`src/rtl/taxi_dma_pkg.sv`:
```
// Shared types for the DMA RAM streaming read client: FSM state enum and tkeep helper.
package taxi_dma_pkg;

    typedef enum logic {
        IDLE,
        READ
    } state_t;

    // A zero remainder means the final beat is completely filled.
    function automatic logic keep_bit(input int unsigned idx, input int unsigned rem);
        return (rem == 0) || (idx < rem);
    endfunction

endpackage

```
`src/rtl/taxi_axis_if.sv`:
```
// Minimal AXI-stream interface carrying tdata, tkeep, tlast with valid/ready.
interface taxi_axis_if #(
    parameter int DATA_W = 128,
    parameter int KEEP_W = DATA_W / 8
) ();

    logic [DATA_W-1:0] tdata;
    logic [KEEP_W-1:0] tkeep;
    logic              tvalid;
    logic              tready;
    logic              tlast;

    modport src (
        output tdata,
        output tkeep,
        output tvalid,
        input  tready,
        output tlast
    );

    modport snk (
        input  tdata,
        input  tkeep,
        input  tvalid,
        output tready,
        input  tlast
    );

endinterface

```
`src/rtl/taxi_dma_ram_if.sv`:
```
// Segmented DMA RAM read interface: per-segment command and response channels.
interface taxi_dma_ram_if #(
    parameter int SEGS       = 2,
    parameter int SEG_ADDR_W = 12,
    parameter int SEG_DATA_W = 64,
    parameter int SEG_BE_W   = SEG_DATA_W / 8
) ();

    logic [SEGS-1:0][SEG_ADDR_W-1:0] rd_cmd_addr;
    logic [SEGS-1:0]                 rd_cmd_valid;
    logic [SEGS-1:0]                 rd_cmd_ready;
    logic [SEGS-1:0][SEG_DATA_W-1:0] rd_resp_data;
    logic [SEGS-1:0]                 rd_resp_valid;
    logic [SEGS-1:0]                 rd_resp_ready;

    modport rd_mst (
        output rd_cmd_addr,
        output rd_cmd_valid,
        input  rd_cmd_ready,
        input  rd_resp_data,
        input  rd_resp_valid,
        output rd_resp_ready
    );

    modport rd_slv (
        input  rd_cmd_addr,
        input  rd_cmd_valid,
        output rd_cmd_ready,
        output rd_resp_data,
        output rd_resp_valid,
        input  rd_resp_ready
    );

endinterface

```
`src/rtl/taxi_dma_ram_rd_stream.sv`:
```
// Streams a descriptor-defined region of a segmented DMA RAM out as AXI-stream beats.
// Optional status outputs (stat_done, stat_len) are built when TAXI_DMA_RAM_RD_STREAM_STATUS_EN is defined.
module taxi_dma_ram_rd_stream
    import taxi_dma_pkg::*;
#(
    parameter int ADDR_W = 16,
    parameter int LEN_W  = 16
) (
    input  logic              clk,
    input  logic              rst,
    input  logic [ADDR_W-1:0] desc_addr,
    input  logic [LEN_W-1:0]  desc_len,
    input  logic              desc_valid,
    output logic              desc_ready,
    output logic              busy,
`ifdef TAXI_DMA_RAM_RD_STREAM_STATUS_EN
    output logic              stat_done,
    output logic [LEN_W-1:0]  stat_len,
`endif
    taxi_dma_ram_if.rd_mst    dma_ram_rd,
    taxi_axis_if.src          m_axis
);

    localparam int SEGS       = dma_ram_rd.SEGS;
    localparam int SEG_ADDR_W = dma_ram_rd.SEG_ADDR_W;
    localparam int SEG_DATA_W = dma_ram_rd.SEG_DATA_W;
    localparam int SEG_BE_W   = dma_ram_rd.SEG_BE_W;
    localparam int WORD_BYTES = SEGS * SEG_BE_W;
    localparam int OFF_W      = $clog2(WORD_BYTES);
    localparam int DATA_W     = SEGS * SEG_DATA_W;
    localparam int CNT_W      = LEN_W + 1;

    if (WORD_BYTES != (1 << OFF_W) || OFF_W < 1) begin : g_chk_word
        $fatal(1, "WORD_BYTES must be a power of two of at least 2");
    end
    if (ADDR_W < OFF_W + 1) begin : g_chk_addr
        $fatal(1, "ADDR_W too small for the RAM word size");
    end
    if (m_axis.DATA_W != DATA_W || m_axis.KEEP_W != WORD_BYTES) begin : g_chk_axis
        $fatal(1, "m_axis width does not match the RAM word width");
    end

    state_t                            state_q, state_d;
    logic [SEG_ADDR_W-1:0]             base_q, base_d;
    logic [CNT_W-1:0]                  words_q, words_d;
    logic [WORD_BYTES-1:0]             last_keep_q, last_keep_d;
    logic [SEGS-1:0][CNT_W-1:0]        cmd_cnt_q, cmd_cnt_d;
    logic [CNT_W-1:0]                  beat_cnt_q, beat_cnt_d;

    logic [SEGS-1:0]                   cmd_valid;
    logic [SEGS-1:0][SEG_ADDR_W-1:0]   cmd_addr;
    logic [SEGS-1:0]                   cmd_fire;
    logic                              all_valid;
    logic                              beat_fire;
    logic                              beat_last;
    logic                              desc_fire;
    logic                              desc_addr_unused;

    // Low address bits select a byte inside a RAM word and are dropped.
    assign desc_addr_unused = ^desc_addr[OFF_W-1:0];

    assign desc_ready = (state_q == IDLE);
    assign busy       = (state_q == READ);
    assign desc_fire  = desc_valid && desc_ready;
    assign all_valid  = &dma_ram_rd.rd_resp_valid;
    assign beat_last  = (beat_cnt_q == words_q - CNT_W'(1));
    assign beat_fire  = busy && all_valid && m_axis.tready;

    assign m_axis.tvalid = busy && all_valid;
    assign m_axis.tdata  = dma_ram_rd.rd_resp_data;
    assign m_axis.tlast  = busy && beat_last;
    assign m_axis.tkeep  = beat_last ? last_keep_q : '1;

    assign dma_ram_rd.rd_resp_ready = {SEGS{beat_fire}};
    assign dma_ram_rd.rd_cmd_valid  = cmd_valid;
    assign dma_ram_rd.rd_cmd_addr   = cmd_addr;

    // Each segment walks the same word sequence at its own pace; the address wraps at the RAM size.
    always_comb begin
        cmd_valid = '0;
        cmd_addr  = '0;
        cmd_fire  = '0;
        for (int n = 0; n < SEGS; n++) begin
            cmd_valid[n] = busy && (cmd_cnt_q[n] < words_q);
            cmd_addr[n]  = base_q + SEG_ADDR_W'(cmd_cnt_q[n]);
            cmd_fire[n]  = cmd_valid[n] && dma_ram_rd.rd_cmd_ready[n];
        end
    end

    always_comb begin
        state_d     = state_q;
        base_d      = base_q;
        words_d     = words_q;
        last_keep_d = last_keep_q;
        cmd_cnt_d   = cmd_cnt_q;
        beat_cnt_d  = beat_cnt_q;

        case (state_q)
            IDLE: begin
                if (desc_fire) begin
                    base_d     = SEG_ADDR_W'(desc_addr >> OFF_W);
                    words_d    = (CNT_W'(desc_len) + CNT_W'(WORD_BYTES - 1)) >> OFF_W;
                    cmd_cnt_d  = '0;
                    beat_cnt_d = '0;
                    for (int i = 0; i < WORD_BYTES; i++) begin
                        last_keep_d[i] = keep_bit(i, 32'(desc_len[OFF_W-1:0]));
                    end
                    if (desc_len != '0) begin
                        state_d = READ;
                    end
                end
            end
            READ: begin
                for (int n = 0; n < SEGS; n++) begin
                    if (cmd_fire[n]) begin
                        cmd_cnt_d[n] = cmd_cnt_q[n] + CNT_W'(1);
                    end
                end
                if (beat_fire) begin
                    beat_cnt_d = beat_cnt_q + CNT_W'(1);
                    if (beat_last) begin
                        state_d = IDLE;
                    end
                end
            end
            default: state_d = IDLE;
        endcase
    end

    always_ff @(posedge clk) begin
        if (rst) begin
            state_q     <= IDLE;
            base_q      <= '0;
            words_q     <= '0;
            last_keep_q <= '0;
            cmd_cnt_q   <= '0;
            beat_cnt_q  <= '0;
        end else begin
            state_q     <= state_d;
            base_q      <= base_d;
            words_q     <= words_d;
            last_keep_q <= last_keep_d;
            cmd_cnt_q   <= cmd_cnt_d;
            beat_cnt_q  <= beat_cnt_d;
        end
    end

`ifdef TAXI_DMA_RAM_RD_STREAM_STATUS_EN
    logic             stat_done_q, stat_done_d;
    logic [LEN_W-1:0] stat_len_q, stat_len_d;

    // Completion is either the final beat leaving or an empty descriptor being swallowed.
    assign stat_done_d = (desc_fire && desc_len == '0) || (beat_fire && beat_last);
    assign stat_len_d  = desc_fire ? desc_len : stat_len_q;

    always_ff @(posedge clk) begin
        if (rst) begin
            stat_done_q <= 1'b0;
            stat_len_q  <= '0;
        end else begin
            stat_done_q <= stat_done_d;
            stat_len_q  <= stat_len_d;
        end
    end

    assign stat_done = stat_done_q;
    assign stat_len  = stat_len_q;
`endif

endmodule

```
`src/flat_wrapper.sv`:
```
// flat-port wrapper written by rule: the top's interface ports become plain ports
module taxi_dma_ram_rd_stream_flat import taxi_dma_pkg::*;
#(
    parameter int ADDR_W = 16,
    parameter int LEN_W  = 16
)
  (clk, rst, desc_addr, desc_len, desc_valid, desc_ready, busy, dma_ram_rd_rd_cmd_addr, dma_ram_rd_rd_cmd_valid, dma_ram_rd_rd_cmd_ready, dma_ram_rd_rd_resp_data, dma_ram_rd_rd_resp_valid, dma_ram_rd_rd_resp_ready, m_axis_tdata, m_axis_tkeep, m_axis_tvalid, m_axis_tready, m_axis_tlast);
  taxi_dma_ram_if #(.SEGS(2), .SEG_ADDR_W(12), .SEG_DATA_W(64), .SEG_BE_W(8)) dma_ram_rd_i ();
  taxi_axis_if #(.DATA_W(128), .KEEP_W(16)) m_axis_i ();
  input  logic clk;
  input  logic rst;
  input  logic [ADDR_W-1:0] desc_addr;
  input  logic [LEN_W-1:0] desc_len;
  input  logic desc_valid;
  output logic desc_ready;
  output logic busy;
  output wire logic [$bits(dma_ram_rd_i.rd_cmd_addr)-1:0] dma_ram_rd_rd_cmd_addr;
  output wire logic [$bits(dma_ram_rd_i.rd_cmd_valid)-1:0] dma_ram_rd_rd_cmd_valid;
  input wire logic [$bits(dma_ram_rd_i.rd_cmd_ready)-1:0] dma_ram_rd_rd_cmd_ready;
  input wire logic [$bits(dma_ram_rd_i.rd_resp_data)-1:0] dma_ram_rd_rd_resp_data;
  input wire logic [$bits(dma_ram_rd_i.rd_resp_valid)-1:0] dma_ram_rd_rd_resp_valid;
  output wire logic [$bits(dma_ram_rd_i.rd_resp_ready)-1:0] dma_ram_rd_rd_resp_ready;
  output wire logic [$bits(m_axis_i.tdata)-1:0] m_axis_tdata;
  output wire logic [$bits(m_axis_i.tkeep)-1:0] m_axis_tkeep;
  output wire logic [$bits(m_axis_i.tvalid)-1:0] m_axis_tvalid;
  input wire logic [$bits(m_axis_i.tready)-1:0] m_axis_tready;
  output wire logic [$bits(m_axis_i.tlast)-1:0] m_axis_tlast;
  assign dma_ram_rd_rd_cmd_addr = dma_ram_rd_i.rd_cmd_addr;
  assign dma_ram_rd_rd_cmd_valid = dma_ram_rd_i.rd_cmd_valid;
  assign dma_ram_rd_i.rd_cmd_ready = dma_ram_rd_rd_cmd_ready;
  assign dma_ram_rd_i.rd_resp_data = dma_ram_rd_rd_resp_data;
  assign dma_ram_rd_i.rd_resp_valid = dma_ram_rd_rd_resp_valid;
  assign dma_ram_rd_rd_resp_ready = dma_ram_rd_i.rd_resp_ready;
  assign m_axis_tdata = m_axis_i.tdata;
  assign m_axis_tkeep = m_axis_i.tkeep;
  assign m_axis_tvalid = m_axis_i.tvalid;
  assign m_axis_i.tready = m_axis_tready;
  assign m_axis_tlast = m_axis_i.tlast;
  taxi_dma_ram_rd_stream #(.ADDR_W(ADDR_W), .LEN_W(LEN_W)) u_core (.clk(clk), .rst(rst), .desc_addr(desc_addr), .desc_len(desc_len), .desc_valid(desc_valid), .desc_ready(desc_ready), .busy(busy), .dma_ram_rd(dma_ram_rd_i), .m_axis(m_axis_i));
endmodule
```
`config.mk`:
```
export PLATFORM = sky130hd
export DESIGN_NAME = taxi_dma_ram_rd_stream_flat
export DESIGN_NICKNAME = d
export VERILOG_FILES = /design/src/rtl/taxi_dma_pkg.sv /design/src/rtl/taxi_axis_if.sv /design/src/rtl/taxi_dma_ram_if.sv /design/src/rtl/taxi_dma_ram_rd_stream.sv /design/src/flat_wrapper.sv
export SDC_FILE = /design/constraint.sdc
export NUM_CORES = 1
export LEC_CHECK = 0
export CELL_PAD_IN_SITES_DETAIL_PLACEMENT = 1
export CELL_PAD_IN_SITES_GLOBAL_PLACEMENT = 2
export CORE_AREA = 4 4 114 197
export DETAILED_ROUTE_END_ITERATION = 10
export DIE_AREA = 0 0 118 201
export DONT_BUFFER_PORTS = 1
export HOLD_SLACK_MARGIN = 0.12
export PLACE_DENSITY_LB_ADDON = 0.08
export SETUP_SLACK_MARGIN = 0.2
export SKIP_LAST_GASP = 1
export SYNTH_ARGS = -nofsm -noshare
export SYNTH_HDL_FRONTEND = slang
export SYNTH_SLANG_ARGS = --single-unit
```
`constraint.sdc`:
```
create_clock -name clk -period 3.2 [get_ports clk]
set_input_delay 0.48 -clock clk [delete_from_list [all_inputs] [get_ports clk]]
set_output_delay 0.48 -clock clk [all_outputs]
set_load 0.02 [all_outputs]
```
-- Word level (Yosys, flattened, before mapping)
Cells that the tools add are included.
- register bits after elaboration: 93
- input port bits: 168
- output and inout port bits: 176
- word-level logic and storage cells: 80
- $add $sub $neg: 7
- order comparisons: 17
- eq/ne operators: 5
- mux-type cells: 13
- bitwise operators: 1
- reduce and logical (&&, ||, !) cells: 30
- operator list (kind ; count):
    17-bit 2-to-1 mux ; 4
    34-bit one-hot mux with 2 select lines ; 1
    17-bit by 1-bit adder with 17-bit output, second input constant ; 3
    17-bit by 13-bit < comparator with 1-bit output ; 2
    34-bit 2-to-1 mux ; 1
    17-bit one-hot mux with 2 select lines ; 1
    4-bit < comparator, first input constant ; 7
    12-bit adder ; 2
    16-bit by 4-bit adder with 17-bit output, second input constant ; 1
    17-bit == test ; 1
    3-bit by 4-bit < comparator with 1-bit output, first input constant ; 4
    16-bit 2-to-1 mux ; 1
    16-bit nonzero test ; 1
    1-bit logical OR ; 15
    13-bit by 1-bit subtractor with 14-bit output, second input constant ; 1
    2-bit AND reduction ; 5
    1-bit logical AND ; 8
    1-bit by 4-bit < comparator with 1-bit output, first input constant ; 2
    2-bit by 4-bit < comparator with 1-bit output, first input constant ; 2
    2-bit inequality test, second input constant ; 4
    4-bit zero test ; 1
    1-bit 2-to-1 mux ; 4
    1-bit one-hot mux with 2 select lines ; 1
    1-bit NOT ; 1

-- Logic depth before layout (Yosys ltp)
- depth after elaboration: 5
- gate-level depth with buffers: 11

-- Worst setup path before layout
No wires, ideal clock.
- path type: reg-to-output
- start: register u_core.cmd_cnt_q[0] (netlist name)
- end: output port dma_ram_rd_rd_cmd_addr[10]
- data arrival time: 2.381 ns
- required time: 2.720 ns
- setup slack: 0.339 ns
- stages on the path, launching flop included: 9
- buffers on the path: 0
- path through: dfxtp_1 -> ha_1 -> inv_1 -> fa_1 -> nor2b_1 -> o21ai_0 -> a21oi_1 -> o31ai_1 -> o311ai_0
- longest elaborated chain between the ends: 1
- ends and longest elaborated chain (element ; RTL line ; source):
    start, declared ; taxi_dma_ram_rd_stream.sv:47 ; logic [SEGS-1:0][CNT_W-1:0] cmd_cnt_q, cmd_cnt_d;
    start signal, assigned ; taxi_dma_ram_rd_stream.sv:143 ; cmd_cnt_q <= cmd_cnt_d;
    12-bit adder ; taxi_dma_ram_rd_stream.sv:85 ; cmd_addr[n] = base_q + SEG_ADDR_W'(cmd_cnt_q[n]);
    end, declared ; flat_wrapper.sv:17 ; output wire logic [$bits(dma_ram_rd_i.rd_cmd_addr)-1:0] dma_ram_rd_rd_cmd_addr;
No other way between the ends.

-- Worst setup path after layout
- start: register u_core.words_q[6]
- end: output port m_axis_tkeep[0]
- longest elaborated chain between the ends: 3
- ends and longest elaborated chain (element ; RTL line ; source):
    start, declared ; taxi_dma_ram_rd_stream.sv:45 ; logic [CNT_W-1:0] words_q, words_d;
    start signal, assigned ; taxi_dma_ram_rd_stream.sv:141 ; words_q <= words_d;
    13-bit by 1-bit subtractor with 14-bit output ; taxi_dma_ram_rd_stream.sv:66 ; assign beat_last = (beat_cnt_q == words_q - CNT_W'(1));
    17-bit == test ; taxi_dma_ram_rd_stream.sv:66 ;
    16-bit 2-to-1 mux ; taxi_dma_ram_rd_stream.sv:72 ; assign m_axis.tkeep = beat_last ? last_keep_q : '1;
    end, declared ; flat_wrapper.sv:24 ; output wire logic [$bits(m_axis_i.tkeep)-1:0] m_axis_tkeep;
No other way between the ends.

==> insert_results.sql <==
INSERT INTO impl_metrics (metric_group, metric, value, unit) VALUES
('power_and_ir_drop', 'power-per-cell-area', '400', 'nW/um^2'),
('sta', 'worst_slew_pin_slew', '0.710', 'ns'),
('cts', 'cts_buffers', '9', ''),
('sta', 'setup_tns', '0', 'ns'),
('cts', 'clk_latency', '0.35', 'ns'),
('worst_setup_path', 'timing.critical_path.from_type', 'flip-flop', ''),
('worst_setup_path', 'critical_path.n_buffers_inverters', '1', ''),
('floorplanning', 'placement_rows', '70', ''),
('global_routing', 'groute.usage.overall', '18.5', '%'),
('worst_setup_path', 'worstReg2RegEnd', 'u_core.cmd_cnt_q[22]', ''),
('yosys', 'ys_warn_count', '0', ''),
('yosys', 'seq_area_frac_synth', '26.0', '%'),
('sta', 'period_share', '92.6', '%'),
('sta', 'hold_viol', '0', ''),
('layout', 'seqCellArea', '1910', 'um^2'),
('layout', 'synthToLayoutAreaGrowth', '1.22', '%'),
('yosys', 'syn_std_cell_area', '7170', 'um^2'),
('sta', 'fmax', '337', 'MHz'),
('floorplanning', 'ios', '344', ''),
('drt', 'routedWlPerCell', '21.5', 'um'),
('yosys', 'synth_top_cell_area_share', '26.0', '%'),
('cts', 'path_clk_slew', '0.07', 'ns'),
('layout', 'final_core_density', '34.8', '%'),
('sta', 'slew_headroom', '52.7', '%'),
('layout', 'final_nets', '989', ''),
('drt', 'drt_pre_antenna_iters', '4', ''),
('worst_setup_path', 'ff2ff_path_depth', '7', ''),
('yosys', 'synth_fp_nets', '1115', ''),
('yosys', 'ys_types', '59', ''),
('yosys', 'postSynthCellCount', '895', ''),
('drt', 'drt-initial-drc-count', '123', ''),
('cts', 'post_cts_hold_buffer_count', '0', ''),
('power_and_ir_drop', 'p_switching', '0.000820', 'W'),
('worst_setup_path', 'critical_path.cell_chain', 'nor4_4, nand2_1, or4_4, a211oi_4, nand4_2, buf_6, or2_4', ''),
('layout', 'final_layout_size_suffix_gt1_share', '17.1', '%'),
('yosys', 'syn_avg_cell_area', '8.01', 'um^2'),
('power_and_ir_drop', 'internal_power', '0.00208', 'W'),
('global_routing', 'first_global_vias', '6222', ''),
('power_and_ir_drop', 'combinationalPowerShare', '15.3', '%'),
('power_and_ir_drop', 'share_seq_of_total_power', '43.1', '%'),
('sta', 'setup_viol_count_final', '0', ''),
('yosys', 'netlist_top_cells_area', 'dfxtp_1 26%, buf_4 14%, ha_1 8.7%', ''),
('worst_setup_path', 'setup.worst_path.end', 'm_axis_tkeep[0]', ''),
('global_routing', 'maximum_number_of_pins_on_one_net_before_global_route_repair', '71', ''),
('cts', 'cts_tree', 'done', ''),
('placement', 'port_buffers', '0', ''),
('global_routing', 'antenna_violations_before_repair', '1', ''),
('drt', 'detail_route.wirelength', '22.1', 'mm'),
('power_and_ir_drop', 'power_after_layout', '0.00290', 'W'),
('layout', 'multi_input_area', '4340', 'um^2'),
('floorplanning', 'core_area', '20800', 'um^2'),
('cts', 'cts.sink_count', '93', ''),
('run_status', 'status', 'complete, no violations', ''),
('drt', 'drtAntennaViolNets', '0', ''),
('cts', 'cts_htree_levels', '3', ''),
('worst_setup_path', 'reg2reg_setup_slack', '0.60', 'ns'),
('sta', 'grt_setup_unrepaired', 'true', ''),
('sta', 'timing.clock.skew', '0.00702', 'ns'),
('yosys', 'synth_seq_cells', '93', ''),
('worst_setup_path', 'critical_path.max_fanout', '18', ''),
('power_and_ir_drop', 'clock_power_share', '41.6', '%'),
('yosys', 'synth_largest_area_cell', 'dfxtp_1', ''),
('drt', 'post_detailed_route_drc_marker_count', '0', ''),
('floorplanning', 'die-width', '118', 'um'),
('worst_setup_path', 'critPathTopFamily', 'simple AND/OR/NAND/NOR gates', ''),
('placement', 'hpwlAfterDp', '17.1', 'mm'),
('worst_setup_path', 'r2r_path_start', 'u_core.words_q[4]', ''),
('cts', 'clock-root-buffer', 'clkbuf_16', ''),
('cts', 'clock_tree.buffer_depth', '2', ''),
('yosys', 'synthArstFlopShare', '0', '%'),
('min_path', 'hp-class', 'in -> reg', '');
[area by class of cell]
cell class / count / share of cell area [%]
multi-input cells: 599 / 59.9
inverters: 39 / 2.02
diodes: 1 / 0.0345
clock inverters: 6 / 1.29
flip-flops and latches: 93 / 26.3
well taps: 252 / 4.35
clock buffers: 10 / 3.29
repair buffers: 27 / 2.85
[per-layer routing]
| layer | track usage [%] | vias up | wire length (um) | share of wire [%] |
|---|---|---|---|---|
| met4 | 8.47 | 0 | 786 | 3.6 |
| met2 | 36.0 | 189 | 12300 | 56 |
| li1 | - | 2773 | - | - |
| met5 | 1.46 | - | 0 | 0 |
| met1 | 17.9 | 2796 | 7770 | 35 |
| met3 | 4.65 | 69 | 1220 | 5.5 |
[kinds of logic after synthesis]
family | share of synthesized area, %
AND/OR/NAND/NOR | 22.5
buffers and inverters | 17.7
AO/OA/AOI/OAI | 15.5
flip-flops | 26.0
XOR/XNOR | 8.07
adder cells (fa/ha/maj) | 9.29
multiplexers | 0.978
[placed cells by master (no fill, tap or decap), drive strengths merged, types with 5 or more instances in the layout]
master and instances:
o211ai 7, or2 21, nand3 26, nor2 67, dfxtp 93, xor2 29, a311oi 8, or4 12
and2 12, inv 40, nand4 18, o21ai 18, nand2 78, a21oi 52, o31ai 15, and3 6
and4 5, nor4 14, a211oi 22, clkbuf 10, o21a 10, ha 50, nor3 16, or3 20
o311ai 7, xnor2 37, buf 27, mux2i 7, nor2b 6
[registers in the layout, summed over array words and instances, names as in the netlist]
register / cells
u_core.last_keep_q: 16
u_core.base_q: 12
u_core.beat_cnt_q: 17
u_core.busy: 1
u_core.cmd_cnt_q: 34
u_core.words_q: 13
[worst register-to-register path, stage by stage (launching register included)]
cell and delay, ns:
dfxtp_2 0.41, inv_1 0.14, ha_1 0.31, a211oi_1 0.25, o21ai_0 0.21, a211o_1 0.50, nor4b_1 0.49, mux2i_1 0.22
[power groups by stage]
| stage | logic [W] | clock network [W] | registers, W |
|---|---|---|---|
| after floorplan | 0.000564 | 0 | 0.00125 |
| after global placement | 0.000408 | 0 | 0.00128 |
| after detailed placement | 0.000420 | 0 | 0.00128 |
| after CTS | 0.000441 | 0.00126 | 0.00126 |
| after global routing | 0.000495 | 0.00130 | 0.00126 |
| final | 0.000443 | 0.00121 | 0.00125 |
[how the worst min path moves through the flow]
stage	startpoint	to	slack [ns]	cells after the start
floorplan	u_core.cmd_cnt_q[30]	u_core.cmd_cnt_q[30]	0.42	2
global placement	u_core.cmd_cnt_q[33]	u_core.cmd_cnt_q[33]	0.44	1
detailed placement	u_core.cmd_cnt_q[15]	u_core.cmd_cnt_q[15]	0.45	1
CTS	rst	u_core.base_q[5]	0.17	1
global route	rst	u_core.base_q[6]	0.17	1
finish	rst	u_core.base_q[5]	0.19	1
[stage by stage]
| step | setup slack (ns) | instance area (um^2) | hold slack (ns) | std cells |
|---|---|---|---|---|
| floorplan | 0.339 | 7170 | 0.417 | 895 |
| global placement | 0.341 | 6530 | 0.436 | 1004 |
| detailed placement | 0.285 | 6530 | 0.446 | 1004 |
| CTS | 0.183 | 7090 | 0.170 | 1025 |
| global route | 0.118 | 7250 | 0.173 | 1027 |
| finish | 0.237 | 7250 | 0.191 | 1027 |
[repair_timing]
action / CTS / global route
hold endpoints to repair: 0 / 0
setup endpoints to repair: 26 / 27
buffers inserted: 5 / 1
pin swaps: 11 / 13
gates resized for setup: 58 / 33
(Power assumes the default switching activity.)
